===== config.mk =====
export PLATFORM = sky130hd
export DESIGN_NAME = pooler_multimode
export DESIGN_NICKNAME = d
export VERILOG_FILES = /design/src/rtl/pooler_multimode.sv
export SDC_FILE = /design/constraint.sdc
export NUM_CORES = 1
export LEC_CHECK = 0
export CAP_MARGIN = 20
export CORE_UTILIZATION = 64
export DETAILED_ROUTE_END_ITERATION = 8
export GPL_ROUTABILITY_DRIVEN = 0
export PLACE_DENSITY = 0.87
export SLEW_MARGIN = 40
export SYNTH_ARGS = -nofsm -noshare
export SYNTH_HDL_FRONTEND = slang
export SYNTH_SLANG_ARGS = --single-unit
export TNS_END_PERCENT = 1

===== constraint.sdc =====
create_clock -name clk -period 6 [get_ports clk]
set_input_delay 0.6 -clock clk [delete_from_list [all_inputs] [get_ports clk]]
set_output_delay 0.6 -clock clk [all_outputs]
set_load 0.02 [all_outputs]

===== src/rtl/pooler_multimode.sv =====
// Streaming non-overlapping PxP max/average pooling over a raster-scan feature map.
// Per-column-window accumulators stand in for full line buffers.
module pooler_multimode #(
   parameter int DATA_W = 32,
   parameter int M_W    = 4,
   parameter int M_H    = 4,
   parameter int P      = 2
) (
   input  logic              clk,
   input  logic              master_rst,
   input  logic              ce,
   input  logic              in_valid,
   input  logic              mode,
   input  logic [DATA_W-1:0] data_in,
   output logic [DATA_W-1:0] data_out,
   output logic              valid_op,
   output logic              end_op
);
   localparam int LP    = $clog2(P);
   localparam int ACC_W = DATA_W + 2*LP;
   localparam int N_WIN = M_W / P;
   localparam int ACT_W = N_WIN * P;
   localparam int ACT_H = (M_H / P) * P;
   localparam int CW    = $clog2(M_W);
   localparam int RW    = $clog2(M_H);
   localparam int WW    = (N_WIN > 1) ? $clog2(N_WIN) : 1;

   logic [CW-1:0]           col_q;
   logic [RW-1:0]           row_q;
   logic                    mode_q;
   logic signed [ACC_W-1:0] acc_mem [N_WIN];

   logic                    accept, first_px, mode_eff, active;
   logic                    win_first, win_last, frame_last;
   logic [WW-1:0]           win_idx;
   logic signed [ACC_W-1:0] px_ext, acc_cur, acc_new;
   logic [DATA_W-1:0]       avg_res;

   always_comb begin
      accept     = ce && in_valid;
      first_px   = (col_q == '0) && (row_q == '0);
      // Pixel (0,0) uses the live mode input because the latch updates on that same edge.
      mode_eff   = first_px ? mode : mode_q;
      active     = (int'(col_q) < ACT_W) && (int'(row_q) < ACT_H);
      win_first  = (col_q[LP-1:0] == '0) && (row_q[LP-1:0] == '0);
      win_last   = (&col_q[LP-1:0]) && (&row_q[LP-1:0]);
      frame_last = (int'(col_q) == ACT_W-1) && (int'(row_q) == ACT_H-1);
      win_idx    = WW'(col_q >> LP);
      px_ext     = {{(2*LP){data_in[DATA_W-1]}}, data_in};
      acc_cur    = acc_mem[win_idx];
      if (win_first) begin
         acc_new = px_ext;
      end else if (mode_eff) begin
         acc_new = acc_cur + px_ext;
      end else begin
         acc_new = (px_ext > acc_cur) ? px_ext : acc_cur;
      end
      avg_res    = DATA_W'(acc_new >>> (2*LP));
   end

   always_ff @(posedge clk or posedge master_rst) begin
      if (master_rst) begin
         col_q    <= '0;
         row_q    <= '0;
         mode_q   <= 1'b0;
         data_out <= '0;
         valid_op <= 1'b0;
         end_op   <= 1'b0;
      end else begin
         valid_op <= 1'b0;
         end_op   <= 1'b0;
         if (accept) begin
            if (first_px) begin
               mode_q <= mode;
            end
            if (col_q == CW'(M_W-1)) begin
               col_q <= '0;
               row_q <= (row_q == RW'(M_H-1)) ? '0 : row_q + 1'b1;
            end else begin
               col_q <= col_q + 1'b1;
            end
            if (active && win_last) begin
               data_out <= mode_eff ? avg_res : acc_new[DATA_W-1:0];
               valid_op <= 1'b1;
               end_op   <= frame_last;
            end
         end
      end
   end

   // Buffer contents need no reset: every window starts by overwriting its entry.
   always_ff @(posedge clk) begin
      if (accept && active) begin
         acc_mem[win_idx] <= acc_new;
      end
   end
endmodule


Yosys cells after proc, flatten, opt, wreduce, memory -nomap -nowiden. Memories as Yosys holds them, arrays and structs flattened. Cells that the tools add are included. Widths: inputs -> output; s select.

Add/sub/neg operators: 3. Magnitude comparators: 1. Equality and inequality tests: 4. Mux-type cells: 13. Bitwise operators: 2. Reduce and logical (&&, ||, !) cells: 9.

Operator list (number): $mux 34 (3); $add 34x32->34 (1); $gt 32x34->1 (1); $mux 32 (1); $mux 1 (7); $logic_and 1x1->1 (5); $add 2x1->2 const B (2); $eq 2x1->1 const B (2); $eq 2x2->1 const B (2); $logic_not 2->1 (2); $mux 2 (2); $reduce_and 2->1 (2); $not 1->1 (2).

Register bits: 39. Bits in writable memories: 68. Input port bits: 37. Output and inout bits: 34. Memories: 1.

Memory list: acc_mem (depth 2, bits a word 34, read ports 1, clocked after Yosys merged registers in 0, write ports 1, line 31) `logic signed [ACC_W-1:0] acc_mem [N_WIN];`.

Depth between registers and ports, before layout.
Word-level depth: 6. Depth in mapped cells: 18.

Least setup slack after synthesis. Ideal clock, no wire load.

Path type: register -> register. From: register col_q[1]. To: memory acc_mem[0][17] (netlist name), data pin. Arrival time: 3.641 ns. Setup slack: 2.094 ns. Stages on the path, launching flop included: 17. Period minus slack after synthesis: 3.906 ns. Cell sequence: dfrtp_1 > clkbuf_1 > clkbuf_1 > mux2_2 > inv_1 > ha_1 > buf_2 > nand4_1 > nor3_1 > a221o_1 > o211a_1 > a211oi_2 > and2_1 > buf_2 > nor2_1 > buf_6 > a221o_1.

Longest elaborated chain between the ends: 5. Elaborated cells on any way between the ends: 9. Those cells by class: 1 x add/sub; 1 x order compare; 4 x mux; 2 x reduce/logical; 1 x memory.

Ends and longest elaborated chain: from (decl) (line 28) `logic [CW-1:0] col_q;`; from (signal assigned) (line 80) `col_q <= col_q + 1'b1;`; $mem_v2 2x34 or $logic_not 2->1 (tied branches); $gt 32x34->1 or $logic_and 1x1->1 (tied branches) (line 56, 41); $mux 34 or $mux 1 (tied branches); $mux 34 (*) (line 53) `end else if (mode_eff) begin`; $mux 34 (*) (line 51) `if (win_first) begin`; via acc_new[17] (line 36) `logic signed [ACC_W-1:0] px_ext, acc_cur, acc_new;`; to (decl) (line 31).

The timed path passes the listed nets; every way through them passes the cells marked *.

Worst setup path in the final report.
From: register col_q[1]. To: memory acc_mem[1][33] (netlist name), data pin.

Same word-level chain as after synthesis.

==> results.sh <==
export IMPL_outcome="finished, final reports clean"
export IMPL_synth_top_flop_cell="edfxtp_1"
export IMPL_fp_coreArea_um2=12010
export IMPL_crit_buf_inv=3
export IMPL_via_per_inst=6.756
export IMPL_ios=71
export IMPL_synth_edf_count=68
export IMPL_r2r_cells=14
export IMPL_grt_overflow=0
export IMPL_cts_made_buffers=9
export IMPL_yosysTopAreaCell="edfxtp_1"
export IMPL_antennaDiodeCount=0
export IMPL_wirelength_um=22630
export IMPL_grt_max_degree=40
export IMPL_die_area_um2=12740
export IMPL_htree_num_levels=3
export IMPL_yosysSeqAreaShare_pct=38.37
export IMPL_hold_viol=0
export IMPL_cp_required_ns=6.17
export IMPL_syn_cell_area_um2=7865
export IMPL_tns_ns=0
export IMPL_cts_sinks=107
export IMPL_cts_hold_buffers=0
export IMPL_relSlewSlack_pct=40.01
export IMPL_grt_pass1_wl_um=35720
export IMPL_cp_start_kind="register"
export IMPL_cp_arrival_ns=4.81
export IMPL_start_util_pct=65.48
export IMPL_cts_root_buf="clkbuf_16"
export IMPL_tritoncts="yes"
export IMPL_fin_hold_ws_ns=0.4869
export IMPL_worstSkewPairLatency_ns=0.37
export IMPL_synthTopCellsByCount="nor2_1 (84), nand2_1 (75), a21oi_1 (71), ha_1 (71), edfxtp_1 (68)"
export IMPL_min_period_over_period_pct=77.26
export IMPL_ys_warn_count=0
export IMPL_yosys_top_cells_area="edfxtp_1 (26%), dfrtp_1 (12%), ha_1 (11%)"
export IMPL_syn_to_final_growth_pct=15.49
export IMPL_drtAntennaViolNets=0
export IMPL_dpl_hpwl_um=15910
export IMPL_avgSynthCellArea_um2=9.082
export IMPL_setup_viol=0
export IMPL_clockBufferDepth=2
export IMPL_p_leak_nw=3.696
export IMPL_cts_setup_buffers=0
export IMPL_vias=7242
export IMPL_setup_worst_path_start="col_q[1]"
export IMPL_portBuffers=70
export IMPL_fin_skew_ns=0.006247
export IMPL_fin_nets=1029
export IMPL_grt_pass1_vias=6944
export IMPL_antenna_found_initial=0
export IMPL_critPathSlowestCell="dfrtp_4"
export IMPL_slew_violations=0
export IMPL_slowest_delay_ns=0.87
export IMPL_die_w_um=112.9
export IMPL_yosysUniqueCellTypes=67
export IMPL_crit_fanout=38
export IMPL_crit_path_end="acc_mem[1][33]"
export IMPL_ir_worst_vdd_uv=373.4
export IMPL_r2r_start="col_q[1]"
export IMPL_synth_nets=975
export IMPL_ys_seq_elements=107
export IMPL_rsz0062_at_grt="no"
export IMPL_fin_crit_ns=4.636
export IMPL_cts_resized=0
export IMPL_fin_util_pct=75.63
export IMPL_cp_top_family="compound AO/OA/AOI/OAI gates"
export IMPL_hp_class="reg2reg"
export IMPL_path_cells="mux2_2, inv_1, ha_1, a21oi_1, o21bai_1, a221o_1, o211a_1, a211oi_2, buf_4, nand2_1, buf_4, nand2_1, nor2_1, a211oi_1"
export IMPL_synth_cells=866
export IMPL_crit_cells=14
export IMPL_drtIter0Drc=658
export IMPL_power_density_nw_per_um2=579.7
export IMPL_clock_fmax_ghz=0.2157
export IMPL_dr_pass1_iters=6
export IMPL_end_kind="register"
export IMPL_layout_drive_gt1_share_pct=6.811
export IMPL_worst_pin_slew_ns=0.8973
export IMPL_ys_async_sr_fraction_pct=36.45
export IMPL_synth_top_area_share_pct=25.96
export IMPL_rrSetupSlack_ns=1.36
export IMPL_regToRegEndpoint="acc_mem[1][33]"
export IMPL_clkTransAtPathRegs_ns=0.07
export IMPL_die_h_um=112.9
export IMPL_cap_violations=0
export IMPL_yosysMostFrequentCell="nor2_1"
export IMPL_drc_errors=0
export IMPL_rows=40
export IMPL_groute_usage_overall_pct=36.64
export IMPL_wl_per_cell_um=21.11
export IMPL_critPathKind="reg2reg"
## cell type report
| type | count | area [um2] |
|---|---|---|
| clock buffer | 9 | 225.2 |
| clock inverter | 7 | 77.57 |
| fill | 866 | 2928 |
| inverter | 69 | 262.8 |
| multi-input combinational | 648 | 4419 |
| sequential | 107 | 3022 |
| tap | 147 | 183.9 |
| timing repair buffer | 85 | 893.4 |
## state kept, by name (all words and copies together) (netlist names)
name	cells
acc_mem	68
col_q	2
data_out	32
end_op	1
mode_q	1
row_q	2
valid_op	1
## worst min-delay path, cell delays in order (launching register included)
cell and delay [ns]:
dfrtp_1 0.34, nand2_1 0.05, o31ai_1 0.06
## power by group
group / internal, mW / total (mW) / switching (mW)
Combinational: 1.24 / 3.33 / 2.10
Sequential: 1.16 / 1.32 / 0.165
Clock: 0.327 / 0.613 / 0.286
## cell families (layout without fill, tap and decap cells)
| logic type | count (synthesis) | in the layout | synth area share (%) |
|---|---|---|---|
| flops | 107 | 107 | 38.37 |
| compound gates | 254 | 254 | 21.00 |
| xor+xnor | 27 | 27 | 3.007 |
| fa+ha+maj | 72 | 72 | 11.55 |
| mux | 40 | 40 | 5.377 |
| buf+inv | 111 | 170 | 5.822 |
| simple gates | 255 | 255 | 14.87 |
## how the worst min path moves through the flow
stage	start	to	slack [ns]	cells past startpoint
4_1_cts	data_out[26]	data_out[26]	0.49	2
3_3_place_gp	data_out[0]	data_out[0]	0.47	2
5_1_grt	data_out[3]	data_out[3]	0.51	2
3_5_place_dp	data_out[4]	data_out[4]	0.47	2
2_1_floorplan	mode_q	mode_q	0.47	2
6_report	data_out[26]	data_out[26]	0.49	2
## metal layers
layer / GRT usage [%] / routed length [um] / vias to the layer above
met1: 47.23 / 9064 / 3367
met5: 0 / 0 / -
met2: 57.78 / 10030 / 482
met4: 19.47 / 1203 / 0
li1: - / - / 3286
met3: 8.570 / 2329 / 107
## placed cells by master, fill, tap and decap left out, drive strengths merged, types with 9 or more instances in the layout
master	synthesis	routed
o31ai	19	19
mux2i	22	22
o21bai	9	9
dfrtp	39	39
clkdlybuf4s50	0	70
xnor2	24	24
nand2b	11	11
mux2	18	18
nand2	75	75
clkbuf	26	9
nor2	84	84
nand3	19	19
nor3	25	25
o22ai	15	15
nand4	13	13
o21ai	48	48
edfxtp	68	68
a22oi	9	9
inv	67	68
ha	71	71
a31oi	15	15
a21oi	71	71
buf	16	15
## through the flow
stage,std cells,instance area [um2],power (mW),worst slack (ns)
floorplan,866,7865,3.546,2.094
global placement,1052,8653,4.422,1.327
detailed placement,1056,8772,4.531,1.485
CTS,1072,9075,5.167,1.424
global route,1072,9084,5.553,1.108
finish,1072,9084,5.266,1.364
Note: power is estimated with default switching activity, not from simulation.
